`src/rtl/mult_pkg.sv`:
```
// Shared definitions for the shift-and-add multiplier: default width and
// the strobe encoding agreed between the sequencer and the datapath.
package mult_pkg;

  localparam int unsigned N_DEFAULT = 4;

  // Bit positions of the control strobes when bundled into one vector.
  localparam int unsigned NUM_STB       = 5;
  localparam int unsigned STB_CARGAQ    = 0;
  localparam int unsigned STB_RESETA    = 1;
  localparam int unsigned STB_CARGAA    = 2;
  localparam int unsigned STB_DESPLAZAQ = 3;
  localparam int unsigned STB_FIN       = 4;

  typedef logic [NUM_STB-1:0] strobe_t;

  // True for strobe combinations the datapath refuses to execute.
  function automatic logic strobes_illegal(input strobe_t s);
    logic add_and_shift;
    logic op_with_load;
    logic fin_with_other;
    add_and_shift  = s[STB_CARGAA] & s[STB_DESPLAZAQ];
    op_with_load   = (s[STB_CARGAA] | s[STB_DESPLAZAQ]) & s[STB_CARGAQ];
    fin_with_other = s[STB_FIN] & (s[STB_CARGAQ] | s[STB_RESETA] |
                                   s[STB_CARGAA] | s[STB_DESPLAZAQ]);
    return add_and_shift | op_with_load | fin_with_other;
  endfunction

endpackage

```
`src/rtl/mult_datapath_prod_hold.sv`:
```
// Product output register with a valid/ready handshake. A load is accepted
// when the slot is empty or is being drained in the same cycle; otherwise
// the held product is kept and the load is flagged as an overrun.
module mult_datapath_prod_hold #(
  parameter int unsigned W = 8
) (
  input  logic         clk,
  input  logic         reset,
  input  logic         load,
  input  logic [W-1:0] din,
  input  logic         ready,
  output logic [W-1:0] dout,
  output logic         valid,
  output logic         overrun
);

  logic [W-1:0] data_q, data_d;
  logic         valid_q, valid_d;
  logic         accept;

  // Next-state of the held product and its valid flag.
  always_comb begin
    accept  = ~valid_q | ready;
    overrun = load & ~accept;
    data_d  = data_q;
    valid_d = valid_q;
    if (load && accept) begin
      data_d  = din;
      valid_d = 1'b1;
    end else if (valid_q && ready) begin
      valid_d = 1'b0;
    end
  end

  // Output register with synchronous reset.
  always_ff @(posedge clk) begin
    if (reset) begin
      data_q  <= '0;
      valid_q <= 1'b0;
    end else begin
      data_q  <= data_d;
      valid_q <= valid_d;
    end
  end

  assign dout  = data_q;
  assign valid = valid_q;

endmodule

```
`src/rtl/mult_datapath.sv`:
```
// Shift-and-add multiplier datapath. Executes the one-hot strobes from the
// hardwired sequencer on the M, Q, A and C registers, returns q0 for the
// add/skip decision and publishes {A,Q} over a valid/ready handshake.
// Illegal strobe mixes, wrong shift counts and product overruns raise a
// sticky cmd_error. Requires N >= 2.
module mult_datapath
  import mult_pkg::*;
#(
  parameter int unsigned N  = N_DEFAULT,
  parameter int unsigned CW = $clog2(N + 1)
) (
  input  logic           clk,
  input  logic           reset,
  input  logic [N-1:0]   multiplicand,
  input  logic [N-1:0]   multiplier,
  input  logic           CargaQ,
  input  logic           ResetA,
  input  logic           CargaA,
  input  logic           DesplazaQ,
  input  logic           Fin,
  output logic           q0,
  output logic [2*N-1:0] product,
  output logic           prod_valid,
  input  logic           prod_ready,
  output logic           busy,
  output logic           cmd_error
);

  localparam logic [CW-1:0] CntFull = CW'(N);

  logic [N-1:0]  m_q, m_d;
  logic [N-1:0]  q_q, q_d;
  logic [N-1:0]  a_q, a_d;
  logic          c_q, c_d;
  logic [CW-1:0] cnt_q, cnt_d;
  logic          busy_q, busy_d;
  logic          err_q, err_d;

  strobe_t       stb;
  logic          illegal;
  logic          publish;
  logic          overrun;
  logic [N-1:0]  a_base;
  logic          c_base;
  logic [N:0]    sum;

  // Bundle the strobes in the shared encoding and classify the mix.
  always_comb begin
    stb                = '0;
    stb[STB_CARGAQ]    = CargaQ;
    stb[STB_RESETA]    = ResetA;
    stb[STB_CARGAA]    = CargaA;
    stb[STB_DESPLAZAQ] = DesplazaQ;
    stb[STB_FIN]       = Fin;
    illegal            = strobes_illegal(stb);
  end

  // Next-state of the arithmetic registers, shift counter and flags.
  always_comb begin
    m_d     = m_q;
    q_d     = q_q;
    a_d     = a_q;
    c_d     = c_q;
    cnt_d   = cnt_q;
    busy_d  = busy_q;
    err_d   = err_q;
    publish = 1'b0;
    sum     = '0;
    a_base  = a_q;
    c_base  = c_q;

    if (illegal) begin
      err_d = 1'b1;
    end else begin
      // ResetA acts first so that it composes with any legal companion.
      if (ResetA) begin
        a_base = '0;
        c_base = 1'b0;
      end
      a_d = a_base;
      c_d = c_base;

      if (CargaQ) begin
        m_d    = multiplicand;
        q_d    = multiplier;
        cnt_d  = '0;
        busy_d = 1'b1;
      end

      // CargaA and DesplazaQ are mutually exclusive once legal.
      if (CargaA) begin
        sum        = {1'b0, a_base} + {1'b0, m_q};
        {c_d, a_d} = sum;
      end

      if (DesplazaQ) begin
        q_d = {a_base[0], q_q[N-1:1]};
        a_d = {c_base, a_base[N-1:1]};
        c_d = 1'b0;
        if (cnt_q == CntFull) begin
          err_d = 1'b1;
        end else begin
          cnt_d = cnt_q + CW'(1);
        end
      end

      if (Fin) begin
        publish = 1'b1;
        busy_d  = 1'b0;
        if (cnt_q != CntFull || overrun) begin
          err_d = 1'b1;
        end
      end
    end
  end

  // Datapath state register with synchronous reset.
  always_ff @(posedge clk) begin
    if (reset) begin
      m_q    <= '0;
      q_q    <= '0;
      a_q    <= '0;
      c_q    <= 1'b0;
      cnt_q  <= '0;
      busy_q <= 1'b0;
      err_q  <= 1'b0;
    end else begin
      m_q    <= m_d;
      q_q    <= q_d;
      a_q    <= a_d;
      c_q    <= c_d;
      cnt_q  <= cnt_d;
      busy_q <= busy_d;
      err_q  <= err_d;
    end
  end

  mult_datapath_prod_hold #(
    .W (2 * N)
  ) u_prod_hold (
    .clk     (clk),
    .reset   (reset),
    .load    (publish),
    .din     ({a_q, q_q}),
    .ready   (prod_ready),
    .dout    (product),
    .valid   (prod_valid),
    .overrun (overrun)
  );

  assign q0        = q_q[0];
  assign busy      = busy_q;
  assign cmd_error = err_q;

endmodule

```
`config.mk`:
```
export PLATFORM = sky130hd
export DESIGN_NAME = mult_datapath
export DESIGN_NICKNAME = d
export VERILOG_FILES = /design/src/rtl/mult_pkg.sv /design/src/rtl/mult_datapath_prod_hold.sv /design/src/rtl/mult_datapath.sv
export SDC_FILE = /design/constraint.sdc
export NUM_CORES = 1
export LEC_CHECK = 0
export BUFFER_PORTS_ARGS = -buffer_cell sky130_fd_sc_hd__buf_4
export CAP_MARGIN = 20
export CORE_AREA = 2 2 54 56
export DETAILED_ROUTE_END_ITERATION = 10
export DIE_AREA = 0 0 56 58
export GPL_ROUTABILITY_DRIVEN = 0
export GPL_TIMING_DRIVEN = 0
export HOLD_SLACK_MARGIN = 0.05
export PLACE_DENSITY_LB_ADDON = 0.2
export SYNTH_ARGS = -nofsm -noshare
export SYNTH_HDL_FRONTEND = slang
export SYNTH_SLANG_ARGS = --single-unit
```
`constraint.sdc`:
```
create_clock -name clk -period 4.55 [get_ports clk]
set_input_delay 0.91 -clock clk [delete_from_list [all_inputs] [get_ports clk]]
set_output_delay 0.91 -clock clk [all_outputs]
set_load 0.05 [all_outputs]
```
==> flow_metrics.env, run 1 <==
export IMPL_status="finished clean"
export IMPL_required_ns=4.75
export IMPL_path_max_fanout=6
export IMPL_core_sq_um=2660
export IMPL_cts_htree_levels=1
export IMPL_clock_skew_ns=0.0115
export IMPL_finalSetupTns_ns=0
export IMPL_hold_buffers=0
export IMPL_critPathCaptureType="flip-flop"
export IMPL_wire_per_inst_um=14.6
export IMPL_die_area_sq_um=3250
export IMPL_cp_start_kind="input pin"
export IMPL_tightest_slew_ns=0.603
export IMPL_grt_overflow=0
export IMPL_worstHoldPathType="flip-flop to flip-flop"
export IMPL_cts_tree="yes"
export IMPL_ff2ff_path_depth=6
export IMPL_ys_flop_type="dfxtp_1"
export IMPL_vias=1357
export IMPL_grt_pass1_wl_um=5750
export IMPL_post_cts_resized=0
export IMPL_initial_utilization_pct=55.4
export IMPL_whs_path_depth=2
export IMPL_grt_pass1_vias=1343
export IMPL_p_per_area_nw_per_um2=265
export IMPL_synth_most_common_cell="dfxtp_1"
export IMPL_dpl_worst_slack_ns=1.93
export IMPL_first_pass_iters=4
export IMPL_area_delta_synth_final_pct=18.3
export IMPL_rsz0062_at_grt="no"
export IMPL_setup_slack_ns=2.24
export IMPL_synth_cells=167
export IMPL_numCtsBuffers=3
export IMPL_mappedNetlistArea_sq_um=1470
export IMPL_first_iter_violations=63
export IMPL_cts_root_buf="clkbuf_4"
export IMPL_wl_um=3340
export IMPL_syn_mean_instance_area_sq_um=8.83
export IMPL_clock_sinks=27
export IMPL_cts_setup_buffers=0
export IMPL_max_freq_mhz=433
export IMPL_synth_area_leaders="dfxtp_1 (37%), mux2i_1 (8.1%), a21oi_1 (6.5%), nand2_1 (5.3%), ha_1 (5.1%)"
export IMPL_syn_nets=190
export IMPL_fin_crit_ns=2.31
export IMPL_cp_arrival_ns=2.51
export IMPL_die_w_um=56
export IMPL_synth_edf_count=0
export IMPL_layout_drive_gt1_share_pct=23.7
export IMPL_n_antenna_cell=0
export IMPL_io_pins=28
export IMPL_cts_buffer_depth=2
export IMPL_antenna_found_initial=0
export IMPL_synthDistinctLibCells=41
export IMPL_chipHeight_um=58
export IMPL_max_slew_margin_rel_pct=59.8
export IMPL_rows=19
export IMPL_nets=222
export IMPL_synth_top_area_share_pct=36.7
export IMPL_ir_worst_vdd_mv=0.251
export IMPL_p_leak_nw=0.730
export IMPL_finalCritPeriodShare_pct=50.8
export IMPL_drc_errors=0
export IMPL_finalMaxSlewViolations=0
export IMPL_setup_viol=0
export IMPL_worst_skew_pair_late_latency_ns=0.33
export IMPL_cap_violations=0
export IMPL_via_per_inst=5.93
export IMPL_crit_type="input pin to flip-flop"
export IMPL_ys_warn_count=0
export IMPL_synthTopCellsByCount="dfxtp_1 (27), nand2_1 (21), a21oi_1 (19)"
export IMPL_synth_seq_cells=27
export IMPL_fillers=237
export IMPL_portBuffers=27
export IMPL_ys_async_sr_fraction_pct=0
export IMPL_grt_start_max_net_pins=16
export IMPL_gr_usage_all_layers_pct=22.3
export IMPL_synth_top_cell_by_area="dfxtp_1"
export IMPL_post_dp_hpwl_um=2520
export IMPL_antenna_left=0
export IMPL_clk_transition_reported_paths_ns=0.15
export IMPL_hold_violations=0
export IMPL_ys_seq_area_share_pct=36.7
per-layer routing:
metal | global-route usage [%] | part of all wire [%] | vias to the layer above
met1 | 27.1 | 45 | 636
li1 | - | - | 671
met4 | 10.2 | 1.3 | 0
met2 | 39.2 | 49 | 45
met5 | 0 | 0 | -
met3 | 3.35 | 5.0 | 5
report_power, final:
part	leakage [nW]	total [mW]	internal, mW	switching (mW)
Combinational	0.493	0.103	0.0417	0.0617
Clock	0.0177	0.104	0.0330	0.0712
Sequential	0.220	0.255	0.247	0.00732
worst max-delay path, cell delays in order:
cell	delay, ns
buf_4	0.14
nand2b_1	0.17
inv_1	0.11
ha_1	0.23
and3_1	0.18
or3_1	0.34
a311oi_1	0.31
o32ai_1	0.13
kinds of logic after synthesis:
kind of cell / Yosys count / share of synthesized area [%]
xor gates and xnor gates: 1 / 0.594
AOI/OAI and AO/OA: 49 / 23.3
and+or+nand+nor: 53 / 17.8
buffers and inverters: 17 / 6.20
muxes: 13 / 8.91
DFF: 27 / 36.7
adders and majority gates: 7 / 6.45
layout by cell type, fill, tap and decap left out, types with 3 or more instances in the layout:
| master | n |
|---|---|
| nand3_1 | 8 |
| clkbuf_1 | 4 |
| nand2b_1 | 6 |
| a311oi_1 | 3 |
| nor2b_1 | 5 |
| dfxtp_1 | 27 |
| nand2_1 | 21 |
| buf_4 | 29 |
| a21oi_1 | 19 |
| buf_2 | 4 |
| mux2i_1 | 12 |
| inv_1 | 4 |
| nor2_1 | 3 |
| clkbuf_4 | 3 |
| o21ai_0 | 6 |
| ha_1 | 6 |
area by class of cell:
type	count	area, sq um	area share, %
well taps	31	38.8	2.23
clock buffers	3	22.5	1.29
clock inverters	1	5.00	0.287
multi-input cells	123	842	48.3
repair buffers	27	203	11.6
flip-flops and latches	27	541	31.0
plain buffers	12	72.6	4.16
inverters	5	18.8	1.08
state kept, by name, indices dropped and copies added, names as in the netlist:
signal and count:
u_prod_hold.valid 1, q_q 4, c_q 1, a_q 4, cnt_q 3, m_q 4
cmd_error 1, u_prod_hold.dout 8, busy 1
final timing paths:
check	slack [ns]	from	endpoint
setup / recovery	2.24	ResetA	a_q[3]$_SDFFE_PP0N_
hold / removal	0.47	u_prod_hold.dout[2]$_SDFFE_PP0P_	u_prod_hold.dout[2]$_SDFFE_PP0P_
setup reg to reg	2.56	a_q[2]$_SDFFE_PP0N_	a_q[3]$_SDFFE_PP0N_
hold reg to reg	0.47	u_prod_hold.dout[2]$_SDFFE_PP0P_	u_prod_hold.dout[2]$_SDFFE_PP0P_
per-stage QoR:
| step | power, mW | instances | area (sq um) | hold slack, ns | utilization, % |
|---|---|---|---|---|---|
| after floorplan | 0.329 | 167 | 1470 | 0.441 | - |
| after global placement | 0.359 | 225 | 1720 | 0.443 | 64.4 |
| after detailed placement | 0.363 | 225 | 1720 | 0.457 | 64.4 |
| after CTS | 0.465 | 229 | 1740 | 0.476 | 65.5 |
| after global routing | 0.486 | 229 | 1740 | 0.504 | 65.5 |
| final | 0.462 | 229 | 1740 | 0.472 | 65.5 |
No activity file was read; power rests on OpenSTA's default activity.
==> inputs of run 2 (changes only) <==
--- a/config.mk
+++ b/config.mk
@@ -7,9 +7,9 @@
 export LEC_CHECK = 0
 export BUFFER_PORTS_ARGS = -buffer_cell sky130_fd_sc_hd__buf_4
 export CAP_MARGIN = 20
-export CORE_AREA = 2 2 54 56
+export CORE_AREA = 2 2 56 58
 export DETAILED_ROUTE_END_ITERATION = 10
-export DIE_AREA = 0 0 56 58
+export DIE_AREA = 0 0 58 60
 export GPL_ROUTABILITY_DRIVEN = 0
 export GPL_TIMING_DRIVEN = 0
 export HOLD_SLACK_MARGIN = 0.05
==> constraint.sdc (replaced) <==
create_clock -name clk -period 2.4 [get_ports clk]
set_input_delay 0.48 -clock clk [delete_from_list [all_inputs] [get_ports clk]]
set_output_delay 0.48 -clock clk [all_outputs]
set_load 0.05 [all_outputs]
==> run 2 against run 1 <==
Critical path depth down 2. Non-clock buffer count unchanged. Clock skew down 0.0082 ns. Critical path type is now flip-flop to flip-flop. Largest cell class unchanged.
==> flow_metrics.env, run 2 (synthesis gave the netlist of run 1 again) <==
export IMPL_utilization_pct=60.1
export IMPL_seq_area_sq_um=541
export IMPL_drc_errors=0
export IMPL_die_area_sq_um=3480
export IMPL_largest_reg_flops=8
export IMPL_max_stage_delay_ns=0.39
export IMPL_worstHoldPathType="input pin to flip-flop"
export IMPL_max_freq_mhz=504
export IMPL_clock_skew_ns=0.00331
export IMPL_crit_chain="nor2b_1 -> ha_1 -> and3_1 -> or3_1 -> a311oi_1 -> o32ai_1"
export IMPL_worstHoldStart="multiplicand[2]"
export IMPL_clk_transition_reported_paths_ns=0.14
export IMPL_io_pins=28
export IMPL_finalSetupTns_ns=0
export IMPL_initial_utilization_pct=50.8
export IMPL_required_ns=2.61
export IMPL_multi_input_area_sq_um=842
export IMPL_fillers=264
export IMPL_antenna_found_initial=0
export IMPL_rsz0062_at_grt="no"
export IMPL_p_per_area_nw_per_um2=502
export IMPL_first_iter_violations=29
export IMPL_gr_usage_all_layers_pct=20.3
export IMPL_cts_tree="yes"
export IMPL_core_sq_um=2900
export IMPL_max_slew_margin_rel_pct=60.2
export IMPL_cts_root_buf="clkbuf_4"
export IMPL_cts_setup_buffers=0
export IMPL_grt_start_max_net_pins=15
export IMPL_cp_startpoint="a_q[2]$_SDFFE_PP0N_"
export IMPL_mostFrequentLayoutCell="buf_4"
export IMPL_ir_worst_vdd_mv=0.337
export IMPL_setup_viol=0
export IMPL_vias=1312
export IMPL_status="finished clean"
export IMPL_wl_um=3220
export IMPL_cp_arrival_ns=2.20
export IMPL_antenna_left=0
export IMPL_fin_crit_ns=1.98
export IMPL_mostFrequentLayoutCells="buf_4 (29), dfxtp_1 (27), nand2_1 (21), a21oi_1 (19), mux2i_1 (12)"
export IMPL_rows=20
export IMPL_slowest_stage="dfxtp_1"
export IMPL_critPathCaptureType="flip-flop"
export IMPL_cts_buffer_depth=2
export IMPL_worst_skew_pair_late_latency_ns=0.32
export IMPL_hold_buffers=0
export IMPL_grt_pass1_vias=1244
export IMPL_grt_pass1_wl_um=5510
export IMPL_cts_htree_levels=1
export IMPL_numCtsBuffers=3
export IMPL_first_pass_iters=4
export IMPL_path_max_fanout=4
export IMPL_finalCritPeriodShare_pct=82.6
export IMPL_tightest_slew_ns=0.596
export IMPL_grt_overflow=0
export IMPL_n_antenna_cell=0
export IMPL_die_w_um=58
export IMPL_clock_sinks=27
export IMPL_r2r_start="a_q[2]$_SDFFE_PP0N_"
export IMPL_post_dp_hpwl_um=2470
export IMPL_via_per_inst=5.68
export IMPL_nets=222
export IMPL_post_cts_resized=0
export IMPL_p_leak_nw=0.728
export IMPL_finalMaxSlewViolations=0
export IMPL_crit_type="flip-flop to flip-flop"
export IMPL_hold_violations=0
export IMPL_cp_start_kind="flip-flop"
export IMPL_cap_violations=0
export IMPL_area_delta_synth_final_pct=18.3
export IMPL_wire_per_inst_um=13.9
export IMPL_layout_drive_gt1_share_pct=23.2
export IMPL_chipHeight_um=60
export IMPL_portBuffers=27
## run 2: critical path, delay by kind of cell, from the launching register on
family	cells	cell delay [ns]
and+or+nand+nor	3	0.76
AOI/OAI and AO/OA	2	0.42
DFF	1	0.39
adders and majority gates	1	0.32
## run 2: worst paths after layout
path | end | cells after the start | slack [ns]
worst max register to register | a_q[3]$_SDFFE_PP0N_ | 6 | 0.42
worst min-delay path | m_q[2]$_SDFFE_PP0P_ | 3 | 0.40
worst max-delay path | a_q[3]$_SDFFE_PP0N_ | 6 | 0.42
worst min register to register | u_prod_hold.dout[2]$_SDFFE_PP0P_ | 2 | 0.47
## run 2: through the flow
stage	instance area (sq um)	worst slack (ns)	std cells	power, mW	hold slack (ns)
detailed placement	1720	0.205	227	0.686	0.449
floorplan	1470	0.482	167	0.624	0.441
finish	1740	0.417	231	0.875	0.400
CTS	1740	0.413	231	0.878	0.401
global placement	1720	0.231	227	0.682	0.443
global route	1740	0.285	231	0.918	0.387
## run 2: metal layers
layer	wire length [um]	vias up	GRT usage (%)
li1	-	666	-
met2	1600	38	36.0
met1	1410	604	25.2
met4	35	0	6.64
met5	0	-	0
met3	176	4	3.03
## run 2: power by group
part	internal [mW]	total, mW	switching [mW]
Combinational	0.0790	0.194	0.115
Clock	0.0651	0.198	0.133
Sequential	0.469	0.482	0.0137
## run 2: final cells by class
class	count	area share [%]
inverter	5	1.08
timing repair buffer	27	11.6
multi-input combinational	123	48.3
buffer	12	4.16
clock buffer	4	1.51
tap	33	2.37
sequential	27	31.0
